File: config.mk
export PLATFORM = sky130hd
export DESIGN_NAME = kz_kernel_row_engine_flat
export DESIGN_NICKNAME = d
export VERILOG_FILES = /design/src/rtl/kz_kernel_row_engine_if.sv /design/src/rtl/kz_kernel_row_engine.sv /design/src/flat_wrapper.sv
export SDC_FILE = /design/constraint.sdc
export NUM_CORES = 2
export LEC_CHECK = 0
export CAP_MARGIN = 30
export CORE_ASPECT_RATIO = 1.2
export CORE_MARGIN = 2
export CORE_UTILIZATION = 40
export CTS_CLUSTER_SIZE = 14
export DETAILED_ROUTE_END_ITERATION = 10
export HOLD_SLACK_MARGIN = 0.03
export PLACE_DENSITY = 0.57
export SLEW_MARGIN = 20
export SYNTH_ARGS = -nofsm -noshare
export SYNTH_HDL_FRONTEND = slang
export SYNTH_SLANG_ARGS = --single-unit
File: constraint.sdc
create_clock -name clk -period 18.1 [get_ports clk]
set_clock_uncertainty 0.1 [all_clocks]
set_input_delay 5.43 -clock clk [delete_from_list [all_inputs] [get_ports clk]]
set_output_delay 5.43 -clock clk [all_outputs]
set_load 0.005 [all_outputs]
File: src/rtl/kz_kernel_row_engine_if.sv
// Stream and node-load signals of the kernel row engine.
// The slave side is the engine; the master side is its environment.
interface kz_kernel_row_engine_if #(
   parameter int unsigned DATA_WIDTH = 16,
   parameter int unsigned NUM_NODES  = 8
);
   localparam int unsigned AW = $clog2(NUM_NODES);

   logic                         node_wr_en;
   logic [AW-1:0]                node_wr_addr;
   logic signed [DATA_WIDTH-1:0] node_wr_x;
   logic signed [DATA_WIDTH-1:0] node_wr_y;
   logic signed [DATA_WIDTH-1:0] node_wr_z;

   logic                         in_valid;
   logic                         in_ready;
   logic signed [DATA_WIDTH-1:0] in_x;
   logic signed [DATA_WIDTH-1:0] in_y;
   logic signed [DATA_WIDTH-1:0] in_z;

   logic                         out_valid;
   logic                         out_ready;
   logic [31:0]                  out_data;
   logic [AW-1:0]                out_idx;
   logic                         out_last;

   modport master (
      output node_wr_en, node_wr_addr, node_wr_x, node_wr_y, node_wr_z,
      output in_valid, in_x, in_y, in_z,
      input  in_ready,
      input  out_valid, out_data, out_idx, out_last,
      output out_ready
   );

   modport slave (
      input  node_wr_en, node_wr_addr, node_wr_x, node_wr_y, node_wr_z,
      input  in_valid, in_x, in_y, in_z,
      output in_ready,
      output out_valid, out_data, out_idx, out_last,
      input  out_ready
   );
endinterface

File: src/rtl/kz_kernel_row_engine.sv
// Streams K(r) = r^3 (Q FRAC_BITS) from one query point to every stored node,
// with L2 distance via a restoring square root or L1 distance via |d| sums.
module kz_kernel_row_engine #(
   parameter int unsigned DATA_WIDTH = 16,
   parameter int unsigned FRAC_BITS  = 8,
   parameter int unsigned NUM_NODES  = 8,
   parameter int unsigned DIST_MODE  = 0
) (
   input  logic                    clk,
   input  logic                    rst,
   kz_kernel_row_engine_if.slave   bus,
   output logic                    busy
);
   localparam int unsigned AW      = $clog2(NUM_NODES);
   localparam int unsigned DW1     = DATA_WIDTH + 1;
   localparam int unsigned SW      = 2 * DATA_WIDTH + 4;
   localparam int unsigned RW      = DATA_WIDTH + 2;
   localparam int unsigned RBW     = DATA_WIDTH + 3;
   localparam int unsigned PW      = 2 * RBW;
   localparam int unsigned CW      = PW + RBW;
   localparam int unsigned CNT_W   = $clog2(RW);
   localparam bit          L1_MODE = (DIST_MODE != 0);
   localparam logic [CW-1:0] SAT_LIM = CW'(32'h7FFF_FFFF);

   typedef enum logic [2:0] {
      IDLE,
      DIFF,
      SQRT,
      CUBE1,
      CUBE2,
      OUT
   } state_t;

   state_t state;
   state_t state_nxt;
   logic   accept_c;
   logic   out_hs_c;
   logic   wr_ok_c;

   logic signed [DATA_WIDTH-1:0] node_x [NUM_NODES];
   logic signed [DATA_WIDTH-1:0] node_y [NUM_NODES];
   logic signed [DATA_WIDTH-1:0] node_z [NUM_NODES];

   logic signed [DATA_WIDTH-1:0] q_x;
   logic signed [DATA_WIDTH-1:0] q_y;
   logic signed [DATA_WIDTH-1:0] q_z;
   logic [AW-1:0]                idx;

   logic [SW-1:0]    sq_rad;
   logic [RW-1:0]    sq_rem;
   logic [CNT_W-1:0] sq_cnt;
   logic [RBW-1:0]   r_q;
   logic [PW-1:0]    p_q;

   logic signed [DW1-1:0] dx_c;
   logic signed [DW1-1:0] dy_c;
   logic signed [DW1-1:0] dz_c;
   logic [DW1-1:0]        ax_c;
   logic [DW1-1:0]        ay_c;
   logic [DW1-1:0]        az_c;
   logic [SW-1:0]         s_c;
   logic [RBW-1:0]        l1_c;
   logic [RW+1:0]         rem_sh_c;
   logic [RW+1:0]         trial_c;
   logic                  take_c;
   logic [PW-1:0]         pp_c;
   logic [CW-1:0]         cc_c;
   logic [CW-1:0]         c_c;

   // State register and the registered handshake/status flags derived from it
   always_ff @(posedge clk) begin
      if (rst) begin
         state         <= IDLE;
         bus.in_ready  <= 1'b1;
         bus.out_valid <= 1'b0;
         busy          <= 1'b0;
      end else begin
         state         <= state_nxt;
         bus.in_ready  <= (state_nxt == IDLE);
         bus.out_valid <= (state_nxt == OUT);
         busy          <= (state_nxt != IDLE);
      end
   end

   // Next-state logic and datapath strobes
   always_comb begin
      state_nxt = state;
      accept_c  = 1'b0;
      out_hs_c  = 1'b0;
      wr_ok_c   = 1'b0;
      unique case (state)
         IDLE: begin
            wr_ok_c = bus.node_wr_en && (32'(bus.node_wr_addr) < NUM_NODES);
            if (bus.in_valid && bus.in_ready) begin
               accept_c  = 1'b1;
               state_nxt = DIFF;
            end
         end
         DIFF:  state_nxt = L1_MODE ? CUBE1 : SQRT;
         SQRT:  if (sq_cnt == '0) state_nxt = CUBE1;
         CUBE1: state_nxt = CUBE2;
         CUBE2: state_nxt = OUT;
         OUT: begin
            if (bus.out_ready) begin
               out_hs_c  = 1'b1;
               state_nxt = bus.out_last ? IDLE : DIFF;
            end
         end
         default: state_nxt = IDLE;
      endcase
   end

   // Distance, square-root step and cube arithmetic, all floor-truncating
   always_comb begin
      dx_c = DW1'(q_x) - DW1'(node_x[idx]);
      dy_c = DW1'(q_y) - DW1'(node_y[idx]);
      dz_c = DW1'(q_z) - DW1'(node_z[idx]);
      ax_c = dx_c[DW1-1] ? DW1'(-dx_c) : DW1'(dx_c);
      ay_c = dy_c[DW1-1] ? DW1'(-dy_c) : DW1'(dy_c);
      az_c = dz_c[DW1-1] ? DW1'(-dz_c) : DW1'(dz_c);
      s_c  = SW'(ax_c) * SW'(ax_c) + SW'(ay_c) * SW'(ay_c) + SW'(az_c) * SW'(az_c);
      l1_c = RBW'(ax_c) + RBW'(ay_c) + RBW'(az_c);

      // The partial remainder never exceeds RW bits before the final step
      rem_sh_c = {sq_rem, sq_rad[SW-1 -: 2]};
      trial_c  = {r_q[RW-1:0], 2'b01};
      take_c   = (rem_sh_c >= trial_c);

      pp_c = PW'(r_q) * PW'(r_q);
      cc_c = CW'(p_q) * CW'(r_q);
      c_c  = cc_c >> FRAC_BITS;
   end

   // Node memory, query latch and per-state datapath registers
   always_ff @(posedge clk) begin
      if (rst) begin
         for (int unsigned i = 0; i < NUM_NODES; i++) begin
            node_x[AW'(i)] <= '0;
            node_y[AW'(i)] <= '0;
            node_z[AW'(i)] <= '0;
         end
         q_x          <= '0;
         q_y          <= '0;
         q_z          <= '0;
         idx          <= '0;
         sq_rad       <= '0;
         sq_rem       <= '0;
         sq_cnt       <= '0;
         r_q          <= '0;
         p_q          <= '0;
         bus.out_data <= '0;
         bus.out_idx  <= '0;
         bus.out_last <= 1'b0;
      end else begin
         if (wr_ok_c) begin
            node_x[bus.node_wr_addr] <= bus.node_wr_x;
            node_y[bus.node_wr_addr] <= bus.node_wr_y;
            node_z[bus.node_wr_addr] <= bus.node_wr_z;
         end
         case (state)
            IDLE: begin
               if (accept_c) begin
                  q_x <= bus.in_x;
                  q_y <= bus.in_y;
                  q_z <= bus.in_z;
                  idx <= '0;
               end
            end
            DIFF: begin
               if (L1_MODE) begin
                  r_q <= l1_c;
               end else begin
                  sq_rad <= s_c;
                  sq_rem <= '0;
                  r_q    <= '0;
                  sq_cnt <= CNT_W'(RW - 1);
               end
            end
            SQRT: begin
               sq_rad <= sq_rad << 2;
               sq_rem <= take_c ? RW'(rem_sh_c - trial_c) : RW'(rem_sh_c);
               r_q    <= {r_q[RBW-2:0], take_c};
               sq_cnt <= sq_cnt - CNT_W'(1);
            end
            CUBE1: p_q <= pp_c >> FRAC_BITS;
            CUBE2: begin
               bus.out_data <= (c_c > SAT_LIM) ? 32'h7FFF_FFFF : 32'(c_c);
               bus.out_idx  <= idx;
               bus.out_last <= (32'(idx) == NUM_NODES - 1);
            end
            OUT: begin
               if (out_hs_c && !bus.out_last) idx <= idx + AW'(1);
            end
            default: ;
         endcase
      end
   end
endmodule

File: src/flat_wrapper.sv
// flat-port wrapper written by rule: the top's interface ports become plain ports
module kz_kernel_row_engine_flat 
#(
   parameter int unsigned DATA_WIDTH = 16,
   parameter int unsigned FRAC_BITS  = 8,
   parameter int unsigned NUM_NODES  = 8,
   parameter int unsigned DIST_MODE  = 0
)
  (clk, rst, busy, bus_node_wr_en, bus_node_wr_addr, bus_node_wr_x, bus_node_wr_y, bus_node_wr_z, bus_in_valid, bus_in_x, bus_in_y, bus_in_z, bus_in_ready, bus_out_valid, bus_out_data, bus_out_idx, bus_out_last, bus_out_ready);
  kz_kernel_row_engine_if #(.DATA_WIDTH(DATA_WIDTH), .NUM_NODES(NUM_NODES)) bus_i ();
  input  logic clk;
  input  logic rst;
  output logic busy;
  input wire logic [$bits(bus_i.node_wr_en)-1:0] bus_node_wr_en;
  input wire logic [$bits(bus_i.node_wr_addr)-1:0] bus_node_wr_addr;
  input wire logic [$bits(bus_i.node_wr_x)-1:0] bus_node_wr_x;
  input wire logic [$bits(bus_i.node_wr_y)-1:0] bus_node_wr_y;
  input wire logic [$bits(bus_i.node_wr_z)-1:0] bus_node_wr_z;
  input wire logic [$bits(bus_i.in_valid)-1:0] bus_in_valid;
  input wire logic [$bits(bus_i.in_x)-1:0] bus_in_x;
  input wire logic [$bits(bus_i.in_y)-1:0] bus_in_y;
  input wire logic [$bits(bus_i.in_z)-1:0] bus_in_z;
  output wire logic [$bits(bus_i.in_ready)-1:0] bus_in_ready;
  output wire logic [$bits(bus_i.out_valid)-1:0] bus_out_valid;
  output wire logic [$bits(bus_i.out_data)-1:0] bus_out_data;
  output wire logic [$bits(bus_i.out_idx)-1:0] bus_out_idx;
  output wire logic [$bits(bus_i.out_last)-1:0] bus_out_last;
  input wire logic [$bits(bus_i.out_ready)-1:0] bus_out_ready;
  assign bus_i.node_wr_en = bus_node_wr_en;
  assign bus_i.node_wr_addr = bus_node_wr_addr;
  assign bus_i.node_wr_x = bus_node_wr_x;
  assign bus_i.node_wr_y = bus_node_wr_y;
  assign bus_i.node_wr_z = bus_node_wr_z;
  assign bus_i.in_valid = bus_in_valid;
  assign bus_i.in_x = bus_in_x;
  assign bus_i.in_y = bus_in_y;
  assign bus_i.in_z = bus_in_z;
  assign bus_in_ready = bus_i.in_ready;
  assign bus_out_valid = bus_i.out_valid;
  assign bus_out_data = bus_i.out_data;
  assign bus_out_idx = bus_i.out_idx;
  assign bus_out_last = bus_i.out_last;
  assign bus_i.out_ready = bus_out_ready;
  kz_kernel_row_engine #(.DATA_WIDTH(DATA_WIDTH), .FRAC_BITS(FRAC_BITS), .NUM_NODES(NUM_NODES), .DIST_MODE(DIST_MODE)) u_core (.clk(clk), .rst(rst), .bus(bus_i), .busy(busy));
endmodule
# Yosys cells after proc, flatten, opt, wreduce, memory -nomap -nowiden
# Memory sizes are Yosys's and may differ from the RTL's. A register that Yosys moved wholly into a read port is not among the register bits.
# Cells that the tools add are included.
# op_classes
magnitude_cmp	2
n_addsub	11
n_reduce_logical	14
n_mul	5
mux	42
eq_ne	9
# ops
op	n
17-bit by 17-bit multiplier with 34-bit output	3
36-bit one-hot mux with 2 select lines	1
17-bit two-way mux	3
17-bit negation	3
16-bit by 16-bit subtractor with 17-bit output	3
49-bit by 31-bit > comparator with 1-bit output (second input constant)	1
30-bit by 19-bit multiplier with 49-bit output	1
16-bit two-way mux	3
16-bit OR reduction	3
3-bit two-way mux	14
19-bit by 19-bit multiplier with 38-bit output	1
19-bit one-hot mux with 2 select lines	1
36-bit by 34-bit adder with 36-bit output	1
18-bit one-hot mux with 2 select lines	1
34-bit by 34-bit adder with 35-bit output	1
32-bit two-way mux	1
20-bit >= comparator	1
18-bit two-way mux	1
3-bit one-hot mux with 6 select lines	1
18-bit subtractor	1
1-bit two-way mux	14
3-bit == test (second input constant)	4
5-bit one-hot mux with 2 select lines	1
3-bit by 2-bit == test with 1-bit output (second input constant)	2
other kinds (13)	17
# totals
input_bits	104
n_memories	3
elab_cells	102
ff_bits	201
ramBits	384
output_inout_bits	39
# mem_list
name	depth	word_bits	rd	rd_clocked_by_memory_dff	write_ports	line	text
u_core.node_x	8	16	1	1	8	kz_kernel_row_engine.sv:40	logic signed [DATA_WIDTH-1:0] node_x [NUM_NODES];
u_core.node_y	8	16	1	1	8	kz_kernel_row_engine.sv:41	logic signed [DATA_WIDTH-1:0] node_y [NUM_NODES];
u_core.node_z	8	16	1	1	8	kz_kernel_row_engine.sv:42	logic signed [DATA_WIDTH-1:0] node_z [NUM_NODES];

# Depth between registers and ports, before layout
# logic_depth
ltp_word	7
mapped_depth	64
mapped_depth_nobuf	61

# Worst setup path before layout
# OpenSTA, ideal clock, no wires.
# synth_timing
path_kind	register to register
startpoint	reg (tool-made name)
endpoint	reg u_core.sq_rad[34]
n_path_buf	4
t_arrival_ns	14.952
setup_ns	0.132
path_stages_with_launch	60
path_slack_ns	2.916
t_required_ns	17.868
cell_sequence	dfxtp_1 > clkbuf_1 > buf_1 > buf_1 > mux4_2 > mux2i_1 > ha_1 > a21o_1 > a21oi_2 > o21a_1 > o21ai_2 > a21o_1 > a21oi_1 > o21ba_2 > clkbuf_1 > nand2_1 > xor2_1 > clkinv_1 > (+24 left out) > fa_1 > inv_1 > fa_1 > fa_1 > fa_1 > inv_1 > ha_1 > and3_1 > and2_1 > a32o_1 > a21oi_1 > a31oi_1 > a31oi_1 > o21ba_2 > nor2_1 > o41a_1 > mux2i_1 > a21oi_1
# synth_rtl
item	line	text
end signal, assigned	kz_kernel_row_engine.sv:180	sq_rad <= sq_rad << 2;
end, declared	kz_kernel_row_engine.sv:49	logic [SW-1:0] sq_rad;

==> summary.md <==
| Metric | Value |
|---|---|
| CP startpoint kind | `flop` |
| Port Buffers | `142` |
| Total track usage | `22.2%` |
| Initial Utilization | `40.2%` |
| Crit path kind | `reg2reg` |
| Num CTS Buffers | `70` |
| Die ar. | `0.205 mm2` |
| Number of synthesized register bits | `588` |
| Async SR Flop Fraction | `0%` |
| Setup TNS | `0 ns` |
| RSZ-0062 raised after global routing | `false` |
| Clock sinks | `588` |
| Period Utilization, post-route | `89.8%` |
| Endpoint, Worst Hold | `u_core.sq_rad[2]$_SDFFE_PP0P_` |
| Post-CTS Hold Fix Bufs | `0` |
| Fill count | `19,500` |
| Root Buffer | `clkbuf_16` |
| Avg Inst Size Synth | `9.71 um2` |
| Cell Area, Synth | `0.0806 mm2` |
| HP Start | `u_core.sq_rad[2]$_SDFFE_PP0P_` |
| Initial antenna violation count | `30` |
| Critical-path top delay cell | `dfxtp_4` |
| CP required | `18.52 ns` |
| Post-Syn Instances | `8,302` |
| Fin nets | `10,400` |
| Gr ovfl total | `0` |
| Count of final hold-check violations | `0` |
| CP Max Fanout | `37` |
| Slew @ Worst Pin | `1.06 ns` |
| Hold Slack | `0.358 ns` |
| Util after Layout | `43.8%` |
| Final worst path period need | `16.25 ns` |
| Pre-CTS setup slack | `1.84 ns` |
| CTS max path bufs | `3` |
| Final Worst Setup Slack | `1.85 ns` |
| DR vias | `56,300` |
| Reg-to-Reg End | `u_core.sq_rad[34]$_SDFFE_PP0P_` |
| Chip height | `496 um` |
| Setup bufs post-CTS | `0` |
| HPWL Detailed | `173,000 um` |
| First DRT Iteration DRCs | `3,178` |
| Share of cells above drive strength 1 | `5.31%` |
| R2R cell count | `50` |
| CTS H-tree depth | `3` |
| Number of gates resized after cts | `0` |
| CTS tree | `built` |
| Top-level I/O count | `143` |
| Status | `finished clean` |
| Remaining antenna violation count | `0` |
| Max-Cap Viols | `0` |
| Max Slew Vio Count | `0` |
| Area Overhead vs Synth | `8.86%` |
| CP endpoint kind | `flop` |
| Clock Pin Slew Worst Setup and Hold Paths | `0.05 ns` |
| RePlAce Congestion | `0.949` |
| Drc violations | `0` |
| Die Width | `414 um` |
| WL per Instance | `20.1 um` |
| Finish-stage setup viols | `0` |
| Crit path DAT | `16.67 ns` |
| Syn. warnings | `0` |
| Number of global-route vias before repair | `61,900` |
| Clk_lat worst skew | `0.68 ns` |
| Row count | `180` |
| Hold Crit Depth | `2` |
| Largest stage delay, worst path | `0.85 ns` |
| Final WL | `221,000 um` |
| Number of synthesized flops with an enable pin | `384` |
| Worst relative slew slack | `29.3%` |
| Fmax | `61.5 MHz` |
| Core region area | `0.200 mm2` |
| First-pass GRT wire length | `351,000 um` |
| Pin count of the biggest net entering global routing | `76` |
| CP dominant cell by count | `fa_1` |
| Hold crit path type | `reg2reg` |
| Reg2Reg Setup Slack | `1.85 ns` |
| Sequential cell area fraction in the yosys report | `19.4%` |
| Top FF cell, synth | `edfxtp_1` |
| Drt pass-1 iters | `6` |
| Vias/cell | `5.11` |
| Yosys cell types | `90` |
-- worst max-delay path: cells and delay by family, from the launching register on --
family | cells | cell delay (ns)
flip-flops | 1 | 0.85
multiplexers | 3 | 1.16
XOR/XNOR | 2 | 0.88
AND/OR/NAND/NOR | 7 | 0.89
buffers and inverters | 7 | 0.89
AO/OA/AOI/OAI | 15 | 4.10
adder cells (fa/ha/maj) | 16 | 7.12
-- layer usage --
layer	routed length [um]	up-vias	GRT usage, %
met1	86000	28900	26.9
li1	-	25600	-
met2	116000	1358	40.4
met4	9220	8	8.55
met5	42	-	0
met3	10000	389	2.23
-- layout by cell type (no fill, tap or decap), types with 16 or more instances in the layout --
cell type and instances:
xor2_1 96, a22oi_1 50, nor2_1 522, conb_1 35
and3_1 25, fa_1 1397, nor2b_1 19, a21oi_1 288
o31ai_1 23, dfxtp_1 197, clkinv_1 21, a31oi_1 22
nand2_1 913, o21ai_0 103, buf_4 118, o21a_1 42
xnor2_1 140, nand4_1 21, inv_1 1778, a211oi_1 53
clkdlybuf4s50_1 141, mux4_2 96, ha_1 624, a21o_1 85
clkbuf_16 72, or2_2 29, and2_1 570, edfxtp_1 384
nand2b_1 46, nand3_1 42, nor3_1 42, mux2i_1 61
o21bai_1 27, o211ai_1 16
-- how the worst max path moves through the flow --
stage | start | to | slack (ns) | cells past startpoint
finish | flop | u_core.sq_rad[34]$_SDFFE_PP0P_ | 1.85 | 50
global route | flop | u_core.sq_rad[34]$_SDFFE_PP0P_ | 0.82 | 50
CTS | flop | u_core.sq_rad[34]$_SDFFE_PP0P_ | 1.83 | 50
detailed placement | flop | u_core.sq_rad[34]$_SDFFE_PP0P_ | 1.84 | 50
global placement | flop | u_core.sq_rad[34]$_SDFFE_PP0P_ | 2.00 | 56
floorplan | flop | u_core.sq_rad[34]$_SDFFE_PP0P_ | 2.92 | 59
-- Yosys cell counts (29+ instances only) --
cell type  count  area, um2
inv_1       1778       6670
fa_1        1397      28000
nand2_1      913       3430
ha_1         624       7810
and2_1       571       3570
nor2_1       531       1990
edfxtp_1     384      11500
clkbuf_1     334       1250
a21oi_1      289       1450
dfxtp_1      204       4080
xnor2_1      141       1230
o21ai_0      103        515
xor2_1        97        850
mux4_2        96       2160
a21o_1        85        638
mux2i_1       61        611
a211oi_1      53        398
a22oi_1       50        375
nand2b_1      46        288
nor3_1        45        225
nand3_1       43        215
o21a_1        42        315
or2_2         29        181
-- through the flow --
step                      instance area, um2  instances
after floorplan                        80700       8335
after global placement                 85000      10900
after detailed placement               85100      10900
after CTS                              87500      11000
after global routing                   87700      11000
final                                  87700      11000
-- sequential cells by signal, indices dropped and copies added, names as in the netlist, 18 cells and up, named ones only --
register             flops
u_core.node_y          128
u_core.r_q              19
u_core.node_x          128
u_core.node_z          128
u_core.sq_rad           36
u_core.sq_rem           18
u_core.p_q              30
u_core.bus.out_data     32
-- cell type report --
class	count	area, um2	share of cell area (%)
antenna	10	25.0	0.0285
clock buffer	92	1930	2.20
clock inverter	37	532	0.606
inverter	1804	6770	7.72
multi-input combinational	5573	57000	65.0
sequential	588	15600	17.8
tap	2639	3300	3.76
timing repair buffer	275	2520	2.87
-- cell families after synthesis --
kind of cell    synth area share (%)
mux                             3.53
xor+xnor                        2.71
simple gates                    13.3
compound gates                  6.46
flops                           19.4
buf+inv                         10.2
other cells                  0.00932
fa+ha+maj                       44.4
Power is left out: the tool's default activity adds up to more than one toggle a clock period on the data nets, which glitch-free logic cannot reach.
